`config.mk`:
```
export PLATFORM = sky130hd
export DESIGN_NAME = core_ex_mdu
export DESIGN_NICKNAME = d
export VERILOG_FILES = /design/src/rtl/core_ex_mdu_pkg.sv /design/src/rtl/core_ex_mdu_divstep.sv /design/src/rtl/core_ex_mdu.sv
export SDC_FILE = /design/constraint.sdc
export NUM_CORES = 1
export LEC_CHECK = 0
export CORE_MARGIN = 3
export CORE_UTILIZATION = 30
export DETAILED_ROUTE_END_ITERATION = 8
export PLACE_DENSITY = 0.55
export SLEW_MARGIN = 20
export SYNTH_ARGS = -nofsm -noshare
export SYNTH_HDL_FRONTEND = slang
export SYNTH_SLANG_ARGS = --single-unit
```
`constraint.sdc`:
```
create_clock -name clk -period 3.3 [get_ports clk]
set_input_delay 0.825 -clock clk [delete_from_list [all_inputs] [get_ports clk]]
set_output_delay 0.825 -clock clk [all_outputs]
set_load 0.01 [all_outputs]
```
`src/rtl/core_ex_mdu_pkg.sv`:
```
// Shared op/state encodings and operand-interpretation helpers for the
// EX-stage multiply/divide unit.
package core_ex_mdu_pkg;

  localparam int unsigned MDU_OP_WIDTH = 3;

  typedef enum logic [MDU_OP_WIDTH-1:0] {
    MDU_MUL    = 3'd0,
    MDU_MULH   = 3'd1,
    MDU_MULHSU = 3'd2,
    MDU_MULHU  = 3'd3,
    MDU_DIV    = 3'd4,
    MDU_DIVU   = 3'd5,
    MDU_REM    = 3'd6,
    MDU_REMU   = 3'd7
  } mdu_op_e;

  typedef enum logic [1:0] {
    ST_IDLE = 2'd0,
    ST_CALC = 2'd1,
    ST_DONE = 2'd2
  } mdu_state_e;

  function automatic logic op_is_div(input mdu_op_e op);
    return op inside {MDU_DIV, MDU_DIVU, MDU_REM, MDU_REMU};
  endfunction

  function automatic logic op_rs1_signed(input mdu_op_e op);
    return op inside {MDU_MUL, MDU_MULH, MDU_MULHSU, MDU_DIV, MDU_REM};
  endfunction

  function automatic logic op_rs2_signed(input mdu_op_e op);
    return op inside {MDU_MUL, MDU_MULH, MDU_DIV, MDU_REM};
  endfunction

endpackage

```
`src/rtl/core_ex_mdu_divstep.sv`:
```
// One restoring-division step: shift in a dividend bit, trial-subtract the
// divisor, keep the difference only when it does not go negative.
module core_ex_mdu_divstep #(
  parameter int unsigned XLEN = 32
) (
  input  logic [XLEN-1:0] rem_in,
  input  logic            dividend_bit,
  input  logic [XLEN-1:0] divisor,
  output logic [XLEN-1:0] rem_out,
  output logic            quo_bit
);

  logic [XLEN:0]   shifted;
  logic [XLEN-1:0] diff;

  always_comb begin
    shifted = {rem_in, dividend_bit};
    quo_bit = (shifted >= {1'b0, divisor});
    // rem_in < divisor, so a successful subtraction always fits in XLEN bits
    diff    = shifted[XLEN-1:0] - divisor;
    rem_out = quo_bit ? diff : shifted[XLEN-1:0];
  end

endmodule

```
`src/rtl/core_ex_mdu.sv`:
```
// Multi-cycle RV32M multiply/divide unit: radix-2 shift-add multiply and
// restoring divide on operand magnitudes, sign fixup on the way out.
module core_ex_mdu
  import core_ex_mdu_pkg::*;
#(
  parameter int unsigned XLEN     = 32,
  parameter int unsigned FAST_MUL = 0,
  parameter int unsigned TAG_W    = 5
) (
  input  logic                    clk,
  input  logic                    rst_n,
  input  logic                    flush,
  input  logic                    req_valid,
  output logic                    req_ready,
  input  logic [MDU_OP_WIDTH-1:0] req_op,
  input  logic [XLEN-1:0]         req_rs1,
  input  logic [XLEN-1:0]         req_rs2,
  input  logic [TAG_W-1:0]        req_tag,
  output logic                    rsp_valid,
  input  logic                    rsp_ready,
  output logic [XLEN-1:0]         rsp_result,
  output logic [TAG_W-1:0]        rsp_tag,
  output logic                    busy
);

  localparam int unsigned     CNT_W    = $clog2(XLEN);
  localparam logic [CNT_W-1:0] CNT_LAST = CNT_W'(XLEN - 1);
  localparam logic [XLEN-1:0] SMIN     = {1'b1, {(XLEN-1){1'b0}}};

  mdu_state_e state_q, state_d;
  mdu_op_e    op_q, new_op;

  logic [TAG_W-1:0]  tag_q;
  logic [CNT_W-1:0]  cnt_q;
  logic              neg_q, neg_r_q;
  logic [XLEN-1:0]   mcand_q;
  logic [2*XLEN-1:0] prod_q;

  logic              accept;
  logic              rs1_neg, rs2_neg, is_div, div_zero, div_ovf, short_path;
  logic [XLEN-1:0]   rs1_mag, rs2_mag;
  logic [2*XLEN-1:0] fast_prod;

  logic [XLEN-1:0]   prod_hi, prod_lo, addend;
  logic [XLEN:0]     mul_sum;
  logic [2*XLEN-1:0] mul_next, div_next, prod_neg, mul_fix;
  logic [XLEN-1:0]   div_rem, rem_neg, result;
  logic              div_q;

  assign new_op    = mdu_op_e'(req_op);
  assign req_ready = (state_q == ST_IDLE);
  assign busy      = (state_q != ST_IDLE);
  assign accept    = req_valid & req_ready & ~flush;

  always_comb begin
    rs1_neg    = op_rs1_signed(new_op) & req_rs1[XLEN-1];
    rs2_neg    = op_rs2_signed(new_op) & req_rs2[XLEN-1];
    rs1_mag    = rs1_neg ? ('0 - req_rs1) : req_rs1;
    rs2_mag    = rs2_neg ? ('0 - req_rs2) : req_rs2;
    is_div     = op_is_div(new_op);
    div_zero   = (req_rs2 == '0);
    div_ovf    = (new_op inside {MDU_DIV, MDU_REM}) && (req_rs1 == SMIN) && (req_rs2 == '1);
    short_path = is_div ? (div_zero | div_ovf) : (FAST_MUL != 0);
    fast_prod  = {{XLEN{1'b0}}, rs1_mag} * {{XLEN{1'b0}}, rs2_mag};
  end

  always_comb begin
    state_d = state_q;
    case (state_q)
      ST_IDLE: if (accept) state_d = short_path ? ST_DONE : ST_CALC;
      ST_CALC: if (cnt_q == CNT_LAST) state_d = ST_DONE;
      ST_DONE: if (rsp_valid && rsp_ready) state_d = ST_IDLE;
      default: state_d = ST_IDLE;
    endcase
    if (flush) state_d = ST_IDLE;
  end

  always_ff @(posedge clk or negedge rst_n) begin
    if (!rst_n) state_q <= ST_IDLE;
    else        state_q <= state_d;
  end

  core_ex_mdu_divstep #(.XLEN(XLEN)) u_divstep (
    .rem_in       (prod_hi),
    .dividend_bit (prod_lo[XLEN-1]),
    .divisor      (mcand_q),
    .rem_out      (div_rem),
    .quo_bit      (div_q)
  );

  // prod_q doubles as {remainder, dividend->quotient} while dividing
  always_comb begin
    prod_hi  = prod_q[2*XLEN-1:XLEN];
    prod_lo  = prod_q[XLEN-1:0];
    addend   = prod_q[0] ? mcand_q : '0;
    mul_sum  = {1'b0, prod_hi} + {1'b0, addend};
    mul_next = {mul_sum, prod_lo[XLEN-1:1]};
    div_next = {div_rem, prod_lo[XLEN-2:0], div_q};
  end

  always_ff @(posedge clk or negedge rst_n) begin
    if (!rst_n) begin
      op_q    <= MDU_MUL;
      tag_q   <= '0;
      cnt_q   <= '0;
      neg_q   <= 1'b0;
      neg_r_q <= 1'b0;
      mcand_q <= '0;
      prod_q  <= '0;
    end else if (accept) begin
      op_q    <= new_op;
      tag_q   <= req_tag;
      cnt_q   <= '0;
      mcand_q <= is_div ? rs2_mag : rs1_mag;
      neg_q   <= rs1_neg ^ rs2_neg;
      neg_r_q <= rs1_neg;
      if (is_div) begin
        // special cases preload the final quotient/remainder with no fixup
        if (div_zero) begin
          prod_q  <= {req_rs1, {XLEN{1'b1}}};
          neg_q   <= 1'b0;
          neg_r_q <= 1'b0;
        end else if (div_ovf) begin
          prod_q  <= {{XLEN{1'b0}}, req_rs1};
          neg_q   <= 1'b0;
          neg_r_q <= 1'b0;
        end else begin
          prod_q <= {{XLEN{1'b0}}, rs1_mag};
        end
      end else if (FAST_MUL != 0) begin
        prod_q <= fast_prod;
      end else begin
        prod_q <= {{XLEN{1'b0}}, rs2_mag};
      end
    end else if (state_q == ST_CALC) begin
      cnt_q  <= cnt_q + 1'b1;
      prod_q <= op_is_div(op_q) ? div_next : mul_next;
    end
  end

  // low half of -prod equals -(low half), so it also serves the quotient
  always_comb begin
    prod_neg = '0 - prod_q;
    mul_fix  = neg_q ? prod_neg : prod_q;
    rem_neg  = '0 - prod_hi;
    case (op_q)
      MDU_MUL:                        result = mul_fix[XLEN-1:0];
      MDU_MULH, MDU_MULHSU, MDU_MULHU: result = mul_fix[2*XLEN-1:XLEN];
      MDU_DIV, MDU_DIVU:              result = neg_q ? prod_neg[XLEN-1:0] : prod_lo;
      default:                        result = neg_r_q ? rem_neg : prod_hi;
    endcase
  end

  always_ff @(posedge clk or negedge rst_n) begin
    if (!rst_n) begin
      rsp_valid  <= 1'b0;
      rsp_result <= '0;
      rsp_tag    <= '0;
    end else if (flush) begin
      rsp_valid <= 1'b0;
    end else if (state_q == ST_DONE) begin
      if (!rsp_valid) begin
        rsp_valid  <= 1'b1;
        rsp_result <= result;
        rsp_tag    <= tag_q;
      end else if (rsp_ready) begin
        rsp_valid <= 1'b0;
      end
    end
  end

endmodule
```
==> results of run 1 <==
metrics by stage:
stage | util, % | cell area (sq um) | TNS [ns]
finish | 41.6 | 20500 | 0
global route | 41.6 | 20500 | -0.251
CTS | 40.6 | 20000 | 0
detailed placement | 39.1 | 19300 | -25.78
global placement | 39.1 | 19300 | -23.11
floorplan | - | 15100 | 0
flip-flops by register name, indices dropped and copies added, names as in the netlist:
register,cells
prod_q,64
rsp_tag,5
mcand_q,32
state_q,2
rsp_valid,1
cnt_q,5
tag_q,5
op_q,3
rsp_result,32
neg_r_q,1
neg_q,1
logic make-up (layout without fill, tap and decap cells):
family / Yosys count / after routing / share of synthesized area, %
fa+ha+maj: 73 / 73 / 6.13
simple gates: 665 / 665 / 21.1
flops: 151 / 151 / 25.0
mux: 60 / 60 / 4.09
xor+xnor: 203 / 203 / 11.7
buf+inv: 206 / 576 / 5.32
compound gates: 654 / 654 / 26.7
other cells: 0 / 2 / 0
path summary, 6_finish.rpt:
| path | start | end |
|---|---|---|
| setup / recovery | mcand_q[1] | prod_q[36] |
| hold / removal | rst_n | rsp_result[6] |
| setup reg to reg | mcand_q[1] | prod_q[36] |
| hold reg to reg | tag_q[3] | rsp_tag[3] |
| max in group asynchronous | rst_n | mcand_q[25] |
| min in group clk | tag_q[3] | rsp_tag[3] |
routing by layer:
layer	global-route usage, %	vias up
met5	0	-
li1	-	7976
met2	37.1	747
met1	32.5	8236
met4	10.8	0
met3	4.97	131
layout make-up:
class | count | area, sq um | area share (%)
Clock buffer | 19 | 453 | 2.20
Antenna cell | 2 | 5.00 | 0.0244
Clock inverter | 13 | 170 | 0.828
Inverter | 63 | 239 | 1.16
Tap cell | 664 | 831 | 4.04
Multi-Input combinational cell | 1655 | 11000 | 53.5
Sequential cell | 151 | 3780 | 18.4
Timing Repair Buffer | 481 | 4080 | 19.9
critical path, cell delays in order, from the launching register on:
cell	delay [ns]
dfrtp_1	0.37
inv_2	0.07
buf_4	0.14
ha_1	0.30
nand2b_1	0.16
a21oi_4	0.10
o211ai_1	0.35
nand3_1	0.17
a21o_1	0.27
a41oi_4	0.27
buf_6	0.14
buf_6	0.12
mux2_2	0.34
a221oi_2	0.24
o21ai_0	0.11
report_power, final:
part | switching, mW | internal [mW]
sequential | 0.581 | 2.36
clock | 0.908 | 1.24
combinational | 6.94 | 5.56
timing repair:
item,in CTS,in global routing
setup endpoints to repair,41,55
setup buffers,2,21
resized for setup,20,83
cloned,0,0
hold buffers,0,0
endpoints found under the hold margin,0,0
pin swaps,7,35
cells in the mapped netlist, drive strengths merged (43+ instances only):
cell type,n,area (sq um)
nand2,249,937
o21ai,204,1020
nor2,179,672
a21oi,174,871
dfrtp,151,3780
clkbuf,122,458
xor2,108,946
xnor2,95,832
ha,71,888
inv,62,233
mux2i,45,450
nor3,43,246
==> results.md, run 1 <==
* Startpoint Class: flop
* FMAX at 0.306 GHz
* Number of synthesized flops with an enable pin at 0
* CTS clk-pin slew, worst paths at 0.07 ns
* Slew margin rel. at 16.2%
* GRT Overall Usage at 24.1%
* First DRT Iteration DRCs at 1541
* Initial antenna violation count at 3
* Routed WL at 66100 um
* Clock Skews at 0.0139 ns
* Avg WL per Cell at 21.7 um
* R2R depth at 14
* Most frequent cells in the layout: 347 x buf_4, 247 x nand2_1, 190 x o21ai_0
* Detail Route Antenna Nets at 0
* Placed cells at 2991
* Global-route wire length before repair at 98800 um
* Remaining DRCs at 0
* Drt first pass iters at 6
* Clock H-tree levels at 4
* Netlist Area Pre-Place at 15100 sq um
* Met3 Routed Length at 5360 um
* CTS Sinks at 151
* Ratio of cells with drive above 1 in the final layout at 22.0%
* Initial core utilization at 30.7%
* WS Path Type: flop to flop
* Commonest non-fill, non-tap cell in the layout: buf_4
* Pwr/cell area at 856 nW/um^2
* R2r setup slk at 0.03 ns
* Width of the die at 231 um
* Aggregate global routing overflow at 0
* IO buf count at 116
* Wire length on met1 at 28600 um
* RSZ-0062 raised after global routing: true
* Critical Path Sink Type: flop
* Die Y at 231 um
* Part of the cycle the worst path needs at 99.1%
* Ys flop type: dfrtp_1
* Total design power at 17.6 mW
* GPL Wtd Cong at 1.00
* YS warnings at 0
* Via density at 5.61
* Worst Path Required at 3.65 ns
* Distinct cell type count after synthesis at 81
* Max_cap viols at 0
* Hold WS at 0.353 ns
* Clock tree buffer depth at 2
* CTS Buf Count at 17
* Sequential area share after synthesis at 25.0%
* Syn Inst Count at 2012
* Status: finished, final reports clean
* WL met2 at 29100 um
* Final setup violation count at 0
* Post-Place Setup Slack at -0.519 ns
* Core ar. at 49400 sq um
* Post-synthesis async set-or-reset flop share at 100%
* Min-Delay Path Class: input pin to async pin
* Highest Signal Layer: met4
* Final Hold Fails at 0
* CTS tree: yes
* Fin crit period at 3.27 ns
* Lkg Pwr at 8.64 nW
* Root buffer cell: clkbuf_16
* Num rows at 81
* Vias in the first global route at 16300
* Largest net degree at the start of global routing at 82
* Final non-filler cell total at 3048
* Slew Viols, Final at 0
* Register bit total from synthesis at 151
* Vias at 17100
* Worst path arrival time at 3.62 ns
* Avg Inst Size Synth at 7.52 sq um
* I/O pin count at 117
* Setup ws final at 0.0295 ns
* FILL cells at 5025
* Area grow syn2layout at 35.8%
* VDD IR max at 506 uV
* Nets@finish at 2519
* Post-detail-place hpwl at 52400 um
* Synthesized net count at 2162
* Worst-path fanout max at 5
* Clock Latency Late Sink at 0.47 ns
* Tightest Pin Transition at 1.25 ns
* Full die area at 53200 sq um
(Power assumes the default switching activity.)
==> run 2, diff against run 1 <==
Settings changed: CORE_UTILIZATION 30 to 60, PLACE_DENSITY 0.55 to 0.9.
Clock period 3.3 ns to 4.05 ns, I/O delays scaled along.
==> results.md, run 2 (synthesis gave the netlist of run 1 again) <==
* Vias in the first global route at 15800
* Full die area at 27200 sq um
* Slew margin rel. at 26.5%
* Critical Path Sink Type: flop
* Max FFs per register at 64
* Biggest register: prod_q
* Fin crit period at 3.74 ns
* Via density at 6.84
* Setup ws final at 0.307 ns
* Most frequent cells in the layout: 248 x nand2_1, 199 x o21ai_0, 175 x nor2_1
* First DRT Iteration DRCs at 2049
* GPL Wtd Cong at 1.03
* Width of the die at 165 um
* Avg WL per Cell at 24.1 um
* Pwr/cell area at 709 nW/um^2
* Initial antenna violation count at 0
* Vias at 16700
* Remaining DRCs at 0
* Largest net degree at the start of global routing at 82
* Nets@finish at 2262
* Routed WL at 58900 um
* Post-detail-place hpwl at 45100 um
* Status: finished, final reports clean
* Final setup TNS at 0 ns
* P_int at 6.13 mW
* RSZ-0062 raised after global routing: false
* CTS clk-pin slew, worst paths at 0.08 ns
* VDD IR max at 573 uV
* Worst path arrival time at 4.06 ns
* Startpoint Class: flop
* Worst-path fanout max at 19
* Clock Skews at 0.0202 ns
* Tightest Pin Transition at 1.10 ns
* Drt first pass iters at 7
* Clock H-tree levels at 4
* Die Y at 165 um
* Part of the power in registers at 20.8%
* Initial core utilization at 61.7%
* FILL cells at 2011
* Regs by FF count: prod_q (64), mcand_q (32), rsp_result (32)
* Hold WS at 0.472 ns
* Placed cells at 2417
* Part of the cycle the worst path needs at 92.4%
* Final non-filler cell total at 2449
* I/O pin count at 117
* Clock tree buffer depth at 2
* Worst Path Required at 4.37 ns
* Post-Place Setup Slack at 0.00818 ns
* Core ar. at 24500 sq um
* Root buffer cell: clkbuf_16
* Aggregate global routing overflow at 0
* Final setup violation count at 0
* Global-route wire length before repair at 89800 um
* Detail Route Antenna Nets at 0
* FMAX at 0.267 GHz
* Max_cap viols at 0
* Sw Share at 51.1%
* Commonest non-fill, non-tap cell in the layout: nand2_1
* ANT cells at 0
* Post-CTS setup buffer count at 0
* Area grow syn2layout at 16.6%
* GRT Overall Usage at 43.1%
* Ratio of cells with drive above 1 in the final layout at 9.41%
* IO buf count at 116
* Gate power share at 65.4%
* WS Path Type: flop to flop
* Hold_buf cts at 0
* Lkg Pwr at 7.26 nW
* Slew Viols, Final at 0
* Num rows at 57
* CTS tree: yes
* Net Switching at 6.40 mW
* Final Hold Fails at 0
* CTS Buf Count at 17
* Clk pwr share at 13.8%
* Clock Latency Late Sink at 0.45 ns
* CTS Sinks at 151
* Total design power at 12.5 mW
* Post-cts gate resize count at 0
* Min-Delay Path Class: flop to flop
[run 2: final timing paths]
check	depth (start not counted)	from	to	slack [ns]
max	13	prod_q[0]	prod_q[63]	0.31
min in group asynchronous	1	rst_n	rsp_result[16]	0.58
max in group asynchronous	2	rst_n	prod_q[2]	2.59
min reg2reg	2	tag_q[4]	rsp_tag[4]	0.47
max reg2reg	13	prod_q[0]	prod_q[63]	0.31
min	2	tag_q[4]	rsp_tag[4]	0.47
[run 2: through the flow]
stage	utilization, %	instance area [sq um]
after floorplan	-	15100
after global placement	69.4	17000
after detailed placement	69.4	17000
after CTS	72.0	17700
after global routing	72.0	17700
final	72.0	17700
[run 2: critical path, cell delays in order (launching register included)]
cell and delay [ns]:
dfrtp_1 0.44, clkinv_1 0.11, buf_4 0.27, nor2_1 0.13, fa_1 0.48, a211oi_1 0.31, o211ai_1 0.19, a31oi_1 0.34
a21oi_1 0.16, o21ai_0 0.28, a21boi_0 0.26, o311ai_0 0.37, and3_1 0.21, o22ai_1 0.08
[run 2: power groups by stage]
| stage | sequential, mW | combinational (mW) | clock, mW |
|---|---|---|---|
| 2_1_floorplan | 2.30 | 5.68 | 0 |
| 3_3_place_gp | 2.55 | 7.80 | 0 |
| 3_5_place_dp | 2.57 | 7.92 | 0 |
| 4_1_cts | 2.55 | 7.97 | 1.73 |
| 5_1_grt | 2.62 | 8.88 | 1.79 |
| 6_report | 2.60 | 8.19 | 1.73 |
[run 2: area by class of cell]
type	count	area, sq um	area share [%]
multi-input cells	1655	10600	60.0
repair buffers	224	2020	11.4
well taps	324	405	2.30
inverters	63	236	1.34
clock buffers	17	425	2.41
flip-flops and latches	151	3780	21.4
clock inverters	15	201	1.14
[run 2: per-layer routing]
| layer | share of wire [%] | routed length [um] | up-vias | track usage, % |
|---|---|---|---|---|
| li1 | - | - | 7475 | - |
| met1 | 36 | 21400 | 7851 | 53.5 |
| met2 | 44 | 25700 | 1101 | 65.4 |
| met3 | 11 | 6760 | 313 | 11.2 |
| met4 | 8.6 | 5050 | 0 | 29.5 |
| met5 | 0 | 0 | - | 0 |
